[src/rtl/ln_result_drain.sv]
// ln_result_drain: 2-entry ping-pong result buffer streaming one element per cycle.
// Define LN_DRAIN_CHECKSUM_EN to add the per-vector checksum outputs csum/csum_valid.
module ln_result_drain #(
  parameter int LANES = 64,
  parameter int DW = 16,
  localparam int IW = $clog2(LANES)
) (
  input  logic                clk,
  input  logic                rst_n,
  input  logic                vec_valid,
  output logic                vec_ready,
  input  logic [LANES*DW-1:0] vec_data,
  output logic                elem_valid,
  input  logic                elem_ready,
  output logic [DW-1:0]       elem_data,
  output logic [IW-1:0]       elem_idx,
  output logic                elem_last,
  output logic [15:0]         vec_count
`ifdef LN_DRAIN_CHECKSUM_EN
  ,
  output logic [15:0]         csum,
  output logic                csum_valid
`endif
);
  typedef enum logic {IDLE, STREAM} state_t;
  state_t state;
  logic [DW-1:0] mem [2][LANES];
  logic wr_ptr, rd_ptr, push, hs, pop;
  logic [1:0] count, count_nx;
  assign vec_ready = count != 2'd2;
  assign push = vec_valid && vec_ready;
  assign hs = elem_valid && elem_ready;
  assign pop = hs && elem_last;
  assign count_nx = count + {1'b0, push} - {1'b0, pop};
  assign elem_last = elem_valid && elem_idx == IW'(LANES - 1);
  assign elem_data = elem_valid ? mem[rd_ptr][elem_idx] : '0;
  // Lanes are stored in emission order: the MSB lane lands at index 0.
  always_ff @(posedge clk)
    if (push)
      for (int i = 0; i < LANES; i++) mem[wr_ptr][i] <= vec_data[(LANES-1-i)*DW +: DW];
  always_ff @(posedge clk or negedge rst_n)
    if (!rst_n) begin
      state <= IDLE;
      elem_valid <= 1'b0;
      elem_idx <= '0;
      wr_ptr <= 1'b0;
      rd_ptr <= 1'b0;
      count <= '0;
      vec_count <= '0;
    end else begin
      if (push) wr_ptr <= ~wr_ptr;
      count <= count_nx;
      if (state == IDLE) begin
        if (count != 2'd0) begin
          state <= STREAM;
          elem_valid <= 1'b1;
          elem_idx <= '0;
        end
      end else if (hs) begin
        elem_idx <= elem_last ? '0 : elem_idx + 1'b1;
        if (elem_last) begin
          rd_ptr <= ~rd_ptr;
          vec_count <= vec_count + 16'd1;
          if (count_nx == 2'd0) begin
            state <= IDLE;
            elem_valid <= 1'b0;
          end
        end
      end
    end
`ifdef LN_DRAIN_CHECKSUM_EN
  logic [15:0] acc, sum;
  assign sum = acc + 16'(elem_data);
  always_ff @(posedge clk or negedge rst_n)
    if (!rst_n) begin
      acc <= '0;
      csum <= '0;
      csum_valid <= 1'b0;
    end else begin
      csum_valid <= pop;
      if (pop) begin
        csum <= sum;
        acc <= '0;
      end else if (hs) acc <= sum;
    end
`endif
endmodule
[config.mk]
export PLATFORM = sky130hd
export DESIGN_NAME = ln_result_drain
export DESIGN_NICKNAME = d
export VERILOG_FILES = /design/src/rtl/ln_result_drain.sv
export SDC_FILE = /design/constraint.sdc
export NUM_CORES = 2
export LEC_CHECK = 0
export CAP_MARGIN = 15
export CORE_AREA = 2 2 420 422
export CTS_CLUSTER_DIAMETER = 40
export DETAILED_ROUTE_END_ITERATION = 6
export DIE_AREA = 0 0 422 424
export HOLD_SLACK_MARGIN = 0.12
export PLACE_DENSITY = 0.68
export SETUP_SLACK_MARGIN = 0.4
export SYNTH_ARGS = -nofsm -noshare
export SYNTH_HDL_FRONTEND = slang
export SYNTH_SLANG_ARGS = --single-unit
export TNS_END_PERCENT = 1
[constraint.sdc]
create_clock -name clk -period 64.7 [get_ports clk]
set_clock_uncertainty 0.2 [all_clocks]
set_input_delay 9.705 -clock clk [delete_from_list [all_inputs] [get_ports clk]]
set_output_delay 9.705 -clock clk [all_outputs]
set_load 0.01 [all_outputs]
## Word-level counts from Yosys, hierarchy flattened

Memories as Yosys holds them, arrays and structs flattened.
Index checks and enable logic that the tools add are counted.

- Register bits: 28
- Memory bits (writable): 2048
- Bits of input ports: 1028
- Output and inout port bits: 41
- Logic and storage cells: 51
- Memories: 1

Memories:

| name | depth | width | read ports | clocked after memory_dff | write ports | line | text |
|---|---|---|---|---|---|---|---|
| mem | 2 | 1024 | 1 | 0 | 1 | 27 | `logic [DW-1:0] mem [2][LANES];` |

- Add/sub/neg operators: 4
- Order comparisons: 1
- Equal/unequal tests: 5
- Mux-type cells: 20
- Bitwise gates (word level): 3
- Reductions and logical operators: 10

Operators with widths:

| kind | count |
|---|---|
| $bmux 16 s6 | 1 |
| $mux 16 | 3 |
| $mux 6 | 4 |
| $add 16x1->16 const B | 1 |
| $mux 1 | 12 |
| $ge 7x7->1 const B | 1 |
| $not 6->7 | 1 |
| $add 6x1->6 const B | 1 |
| $eq 6x6->1 const B | 1 |
| $logic_and 1x1->1 | 4 |
| $ne 2x1->1 const B | 2 |
| $ne 2x2->1 const B | 2 |
| $reduce_and 4->1 | 1 |
| $reduce_bool 2->1 | 2 |
| $reduce_and 3->1 | 1 |
| $add 2x1->2 | 1 |
| $logic_not 2->1 | 1 |
| $not 1->1 | 2 |
| $reduce_and 2->1 | 1 |
| $sub 2x1->2 | 1 |

## Longest topological paths before layout

- Depth in word-level cells: 9
- Mapped depth: 13
- Depth with buffers taken out: 12

## Worst setup path before layout

Ideal clock, no wire load.

- Path kind: input -> register
- Start: input port vec_valid
- End: memory mem[0][0] in the netlist's numbering, enable pin
- Setup time: 2.442 ns
- Data arrival time: 52.111 ns
- Required time: 62.058 ns
- Slack: 9.947 ns
- Stages on the path: 2
- Path through: nand2_1 -> nor2_1

- Cells in the longest elaborated chain, start to end: 3

RTL lines:

| item | line | text |
|---|---|---|
| start, declared | 10 | `input logic vec_valid,` |
| $logic_and 1x1->1 | 31 | `assign push = vec_valid && vec_ready;` |
| $mux 1 | 39 | `if (push)` |
| $mux 1 (implied by the code) | 40 | `for (int i = 0; i < LANES; i++) mem[wr_ptr][i] <= vec_data[(LANES-1-i)*DW +: DW];` |
| end, declared | 27 |  |

No other way between the ends.

## Worst setup path in the final report

- Start: register rd_ptr
- End: output port elem_data[2]

- Cells in the longest elaborated chain, start to end: 5

RTL lines:

| item | line | text |
|---|---|---|
| start, declared | 28 | `logic wr_ptr, rd_ptr, push, hs, pop;` |
| start signal, assigned | 62 | `rd_ptr <= ~rd_ptr;` |
| $mem_v2 2x1024 | - |  |
| $bmux 16 s6 | 36 | `assign elem_data = elem_valid ? mem[rd_ptr][elem_idx] : '0;` |
| $mux 16 (implied by the code) (2 in series) | 36 |  |
| $mux 16 | 36 |  |
| end, declared | 15 | `output logic [DW-1:0] elem_data,` |

No other way between the ends. The select of a mux whose other input is x is not followed.

==> summary.txt <==
Logic synthesis
  – Largest family of logic cells by synthesized area: multiplexers
  – Post-synth top flop: edfxtp_1
  – Sequential area share after synthesis: 78.0%
  – Flops & latches, synth: 2,076
  – Syn_nets: 4,611
  – Synth cell types: 57
  – Mapped Cells: 3,579
  – Post-Synth Simple-Gate Area: 1.01%
  – Area share of fa/ha/maj cells after synthesis: 0.0627%
  – Syn Area/Cell: 22.3 sq um
  – Mapped cell area: 79,800 sq um
  – Area fraction in compound gates after synthesis: 3.67%
  – Fraction of registers with async set/reset: 1.35%
  – Post-synth EDFFs: 2,048
  – Post-synthesis xor/xnor area fraction: 0.220%
  – Yosys warns: 0
  – Multiplexer share of the synthesized area: 15.2%

Clock network
  – Post-CTS Setup Repair Bufs: 0
  – Post-CTS Hold Buffers: 0
  – CTS tree: yes
  – CTS Sinks: 2,076
  – CTS Buf Count: 296
  – Root Driver: clkbuf_16
  – CTS HTree Levels: 5
  – Longest Clk Path Bufs: 4
  – Clock slew at reported path FFs: 50 ps
  – Worst-Skew Late Latency: 890 ps
  – Post-CTS Resized: 0

Detailed routing
  – Avg WL per Cell: 34.3 microns
  – Number of remaining DRC errors: 0
  – DRT Pass-1 Iters: 6
  – Detailed Route Iter0 Violations: 5,121
  – Drt via density: 5.93
  – Final WL: 256 mm
  – Post-route ant nets: 0
  – Vias after detailed routing: 44,300

Setup path
  – Critical path arrival: 8100 ps
  – Largest stage delay on the critical path: 980 ps
  – Worst Path Max Fanout: 90
  – Worst setup path start: rd_ptr
  – CP Cell Sequence: buf_12 > buf_4 > buf_4 > buf_4 > buf_4 > mux4_2 > a22oi_1 > a21oi_1 > a211oi_1 > nor3b_1 > clkdlybuf4s50_1
  – CP Class: flip-flop to primary output
  – CP dominant cell by count: buf_4
  – Worst reg2reg setup slack: 59,250 ps
  – Setup crit end kind: primary output
  – CP Data Required Time: 54,800 ps
  – Crit start category: flip-flop
  – R2r startpoint: count[1]
  – Critical path's slowest cell: dfrtp_4
  – Cells on worst reg2reg path: 7
  – Worst R2R End: mem[0][914]

Timing
  – Peak Freq: 0.0555 GHz
  – Relative slew slack: 20.4%
  – Tmin final: 18,000 ps
  – Slew of the pin with the lowest slew margin: 1190 ps
  – Final TNS setup: 0 ps
  – Hold WS: 269 ps
  – Setup WS post-layout: 46,700 ps
  – Crit share post-route: 27.8%
  – RSZ-0062 raised after global routing: false
  – Max-slew violations: 0
  – Final Setup Violations: 0
  – Fin. Hold Viols: 0

GRT
  – Largest net degree at the start of global routing: 184
  – All-Layer GR Usage: 28.2%
  – First-pass GRT wire length: 347 mm
  – Number of global-route vias before repair: 44,300
  – Initial antenna violation count: 153
  – Overflow after GRT: 0

Power
  – Leakage Power: 33.0 nW
  – Peak supply drop: 0.0298 mV
  – PD cells: 42.9 nW/um^2

Min path
  – Hold/Removal Path Class: flip-flop to flip-flop
  – Hold Path Stages: 1
  – Hold EP: vec_count[15]
  – Hold Crit Start: vec_count[15]

Placement
  – DP Worst Slack: 47,570 ps
  – PortBufs: 1,068
  – GPL Wtd Cong: 0.862
  – Hpwl dp: 179 mm
  – DP Cell Count: 6,863

Run
  – Max_cap viols: 0

Floorplanning
  – # rows: 154
  – CORE AREA: 175,000 sq um
  – Die H: 424 microns
  – IO Pins: 1,069
  – Starting Density: 45.6%
  – Die area: 179,000 sq um
  – Die W: 422 microns

Final layout
  – Most frequent cells in the layout: 2,048 x edfxtp_1, 1,068 x clkdlybuf4s50_1, 393 x mux4_2, 305 x clkbuf_16, 290 x mux2i_1
  – Synthesis-to-finish area growth: 29.0%
  – Layout cell share with drive strength beyond 1: 19.2%
  – Fillers: 12,800
  – Post-route insts no fill: 7,474
  – Most common cell after layout, fill and taps aside: edfxtp_1
  – Final Net Count: 5,853
  – Final Core Density: 58.8%

Run status
  – Outcome: complete, no violations
-- metrics by stage --
step	power, mW	instance area, sq um
after floorplan	2.84	79800
after global placement	2.81	92800
after detailed placement	2.83	92800
after CTS	4.45	103000
after global routing	4.56	103000
final	4.42	103000
-- logic make-up (layout without fill, tap and decap cells) --
| logic type | count (synthesis) | count (layout) |
|---|---|---|
| buf+inv | 217 | 1674 |
| mux | 700 | 700 |
| fa+ha+maj | 4 | 4 |
| compound gates | 407 | 407 |
| xor+xnor | 20 | 20 |
| flops | 2076 | 2076 |
| other cells | 0 | 98 |
| simple gates | 155 | 155 |
-- where the power goes --
group          internal [mW]  switching, mW  total [mW]  leakage, nW
sequential              1.84         0.0741        1.91         19.4
clock                   1.02          0.596        1.62         4.78
combinational          0.288          0.601       0.888         8.81
-- metal layers --
layer  up-vias  share of wire (%)  global-route usage (%)
li1      18000                  -                       -
met5         -              0.089                       0
met3       620                7.6                    6.06
met4        32                5.4                    16.3
met1     23200                 37                    35.0
met2      2479                 50                    46.0
-- flip-flops by register name, summed over array words and instances (netlist names) --
signal / cells
state: 1
rd_ptr: 1
elem_valid: 1
elem_idx: 6
mem: 2048
count: 2
vec_count: 16
wr_ptr: 1
-- final cells by class --
type | instances | area, sq um | share of cell area [%]
timing repair buffer | 1155 | 11400 | 11.1
tap | 2340 | 2930 | 2.84
multi-input combinational | 1286 | 16200 | 15.7
inverter | 6 | 22.5 | 0.0219
sequential | 2076 | 62200 | 60.5
clock inverter | 176 | 2120 | 2.06
clock buffer | 337 | 7760 | 7.54
antenna | 98 | 245 | 0.238
-- cells in the mapped netlist (12+ instances only) --
| cell | count | area [sq um] |
|---|---|---|
| a21oi_1 | 59 | 295 |
| a22oi_1 | 117 | 878 |
| nand2b_1 | 17 | 106 |
| dfrtp_1 | 28 | 701 |
| o211ai_1 | 13 | 97.6 |
| a31oi_1 | 28 | 175 |
| o221ai_1 | 31 | 272 |
| a22o_1 | 22 | 193 |
| buf_2 | 63 | 315 |
| edfxtp_1 | 2048 | 61500 |
| buf_4 | 20 | 150 |
| o21ai_0 | 47 | 235 |
| nor2_1 | 30 | 113 |
| buf_6 | 32 | 360 |
| a211oi_1 | 18 | 135 |
| nand2_1 | 32 | 120 |
| a221oi_1 | 22 | 193 |
| o311a_1 | 13 | 130 |
| mux4_2 | 393 | 8850 |
| xnor2_1 | 15 | 131 |
| mux2i_1 | 290 | 2900 |
| nand4_1 | 12 | 75.1 |
| mux4_1 | 14 | 368 |
| clkbuf_1 | 63 | 236 |
| nand3_1 | 17 | 85.1 |
-- worst max-delay path, delay by kind of cell, from the launching register on --
kind	cells	cell delay [ps]
AOI/OAI and AO/OA	3	1380
buffers and inverters	6	3850
DFF	1	980
and+or+nand+nor	1	140
muxes	1	580
-- worst max path at each step --
stage | endpoint | slack (ps) | cells after the start
2_1_floorplan | mem[0][0] | 9950 | 2
3_3_place_gp | elem_data[15] | 47340 | 10
3_5_place_dp | elem_data[7] | 47570 | 11
4_1_cts | elem_data[2] | 46530 | 11
5_1_grt | elem_data[2] | 46100 | 11
6_report | elem_data[2] | 46700 | 11
No activity file was read; power rests on OpenSTA's default activity.
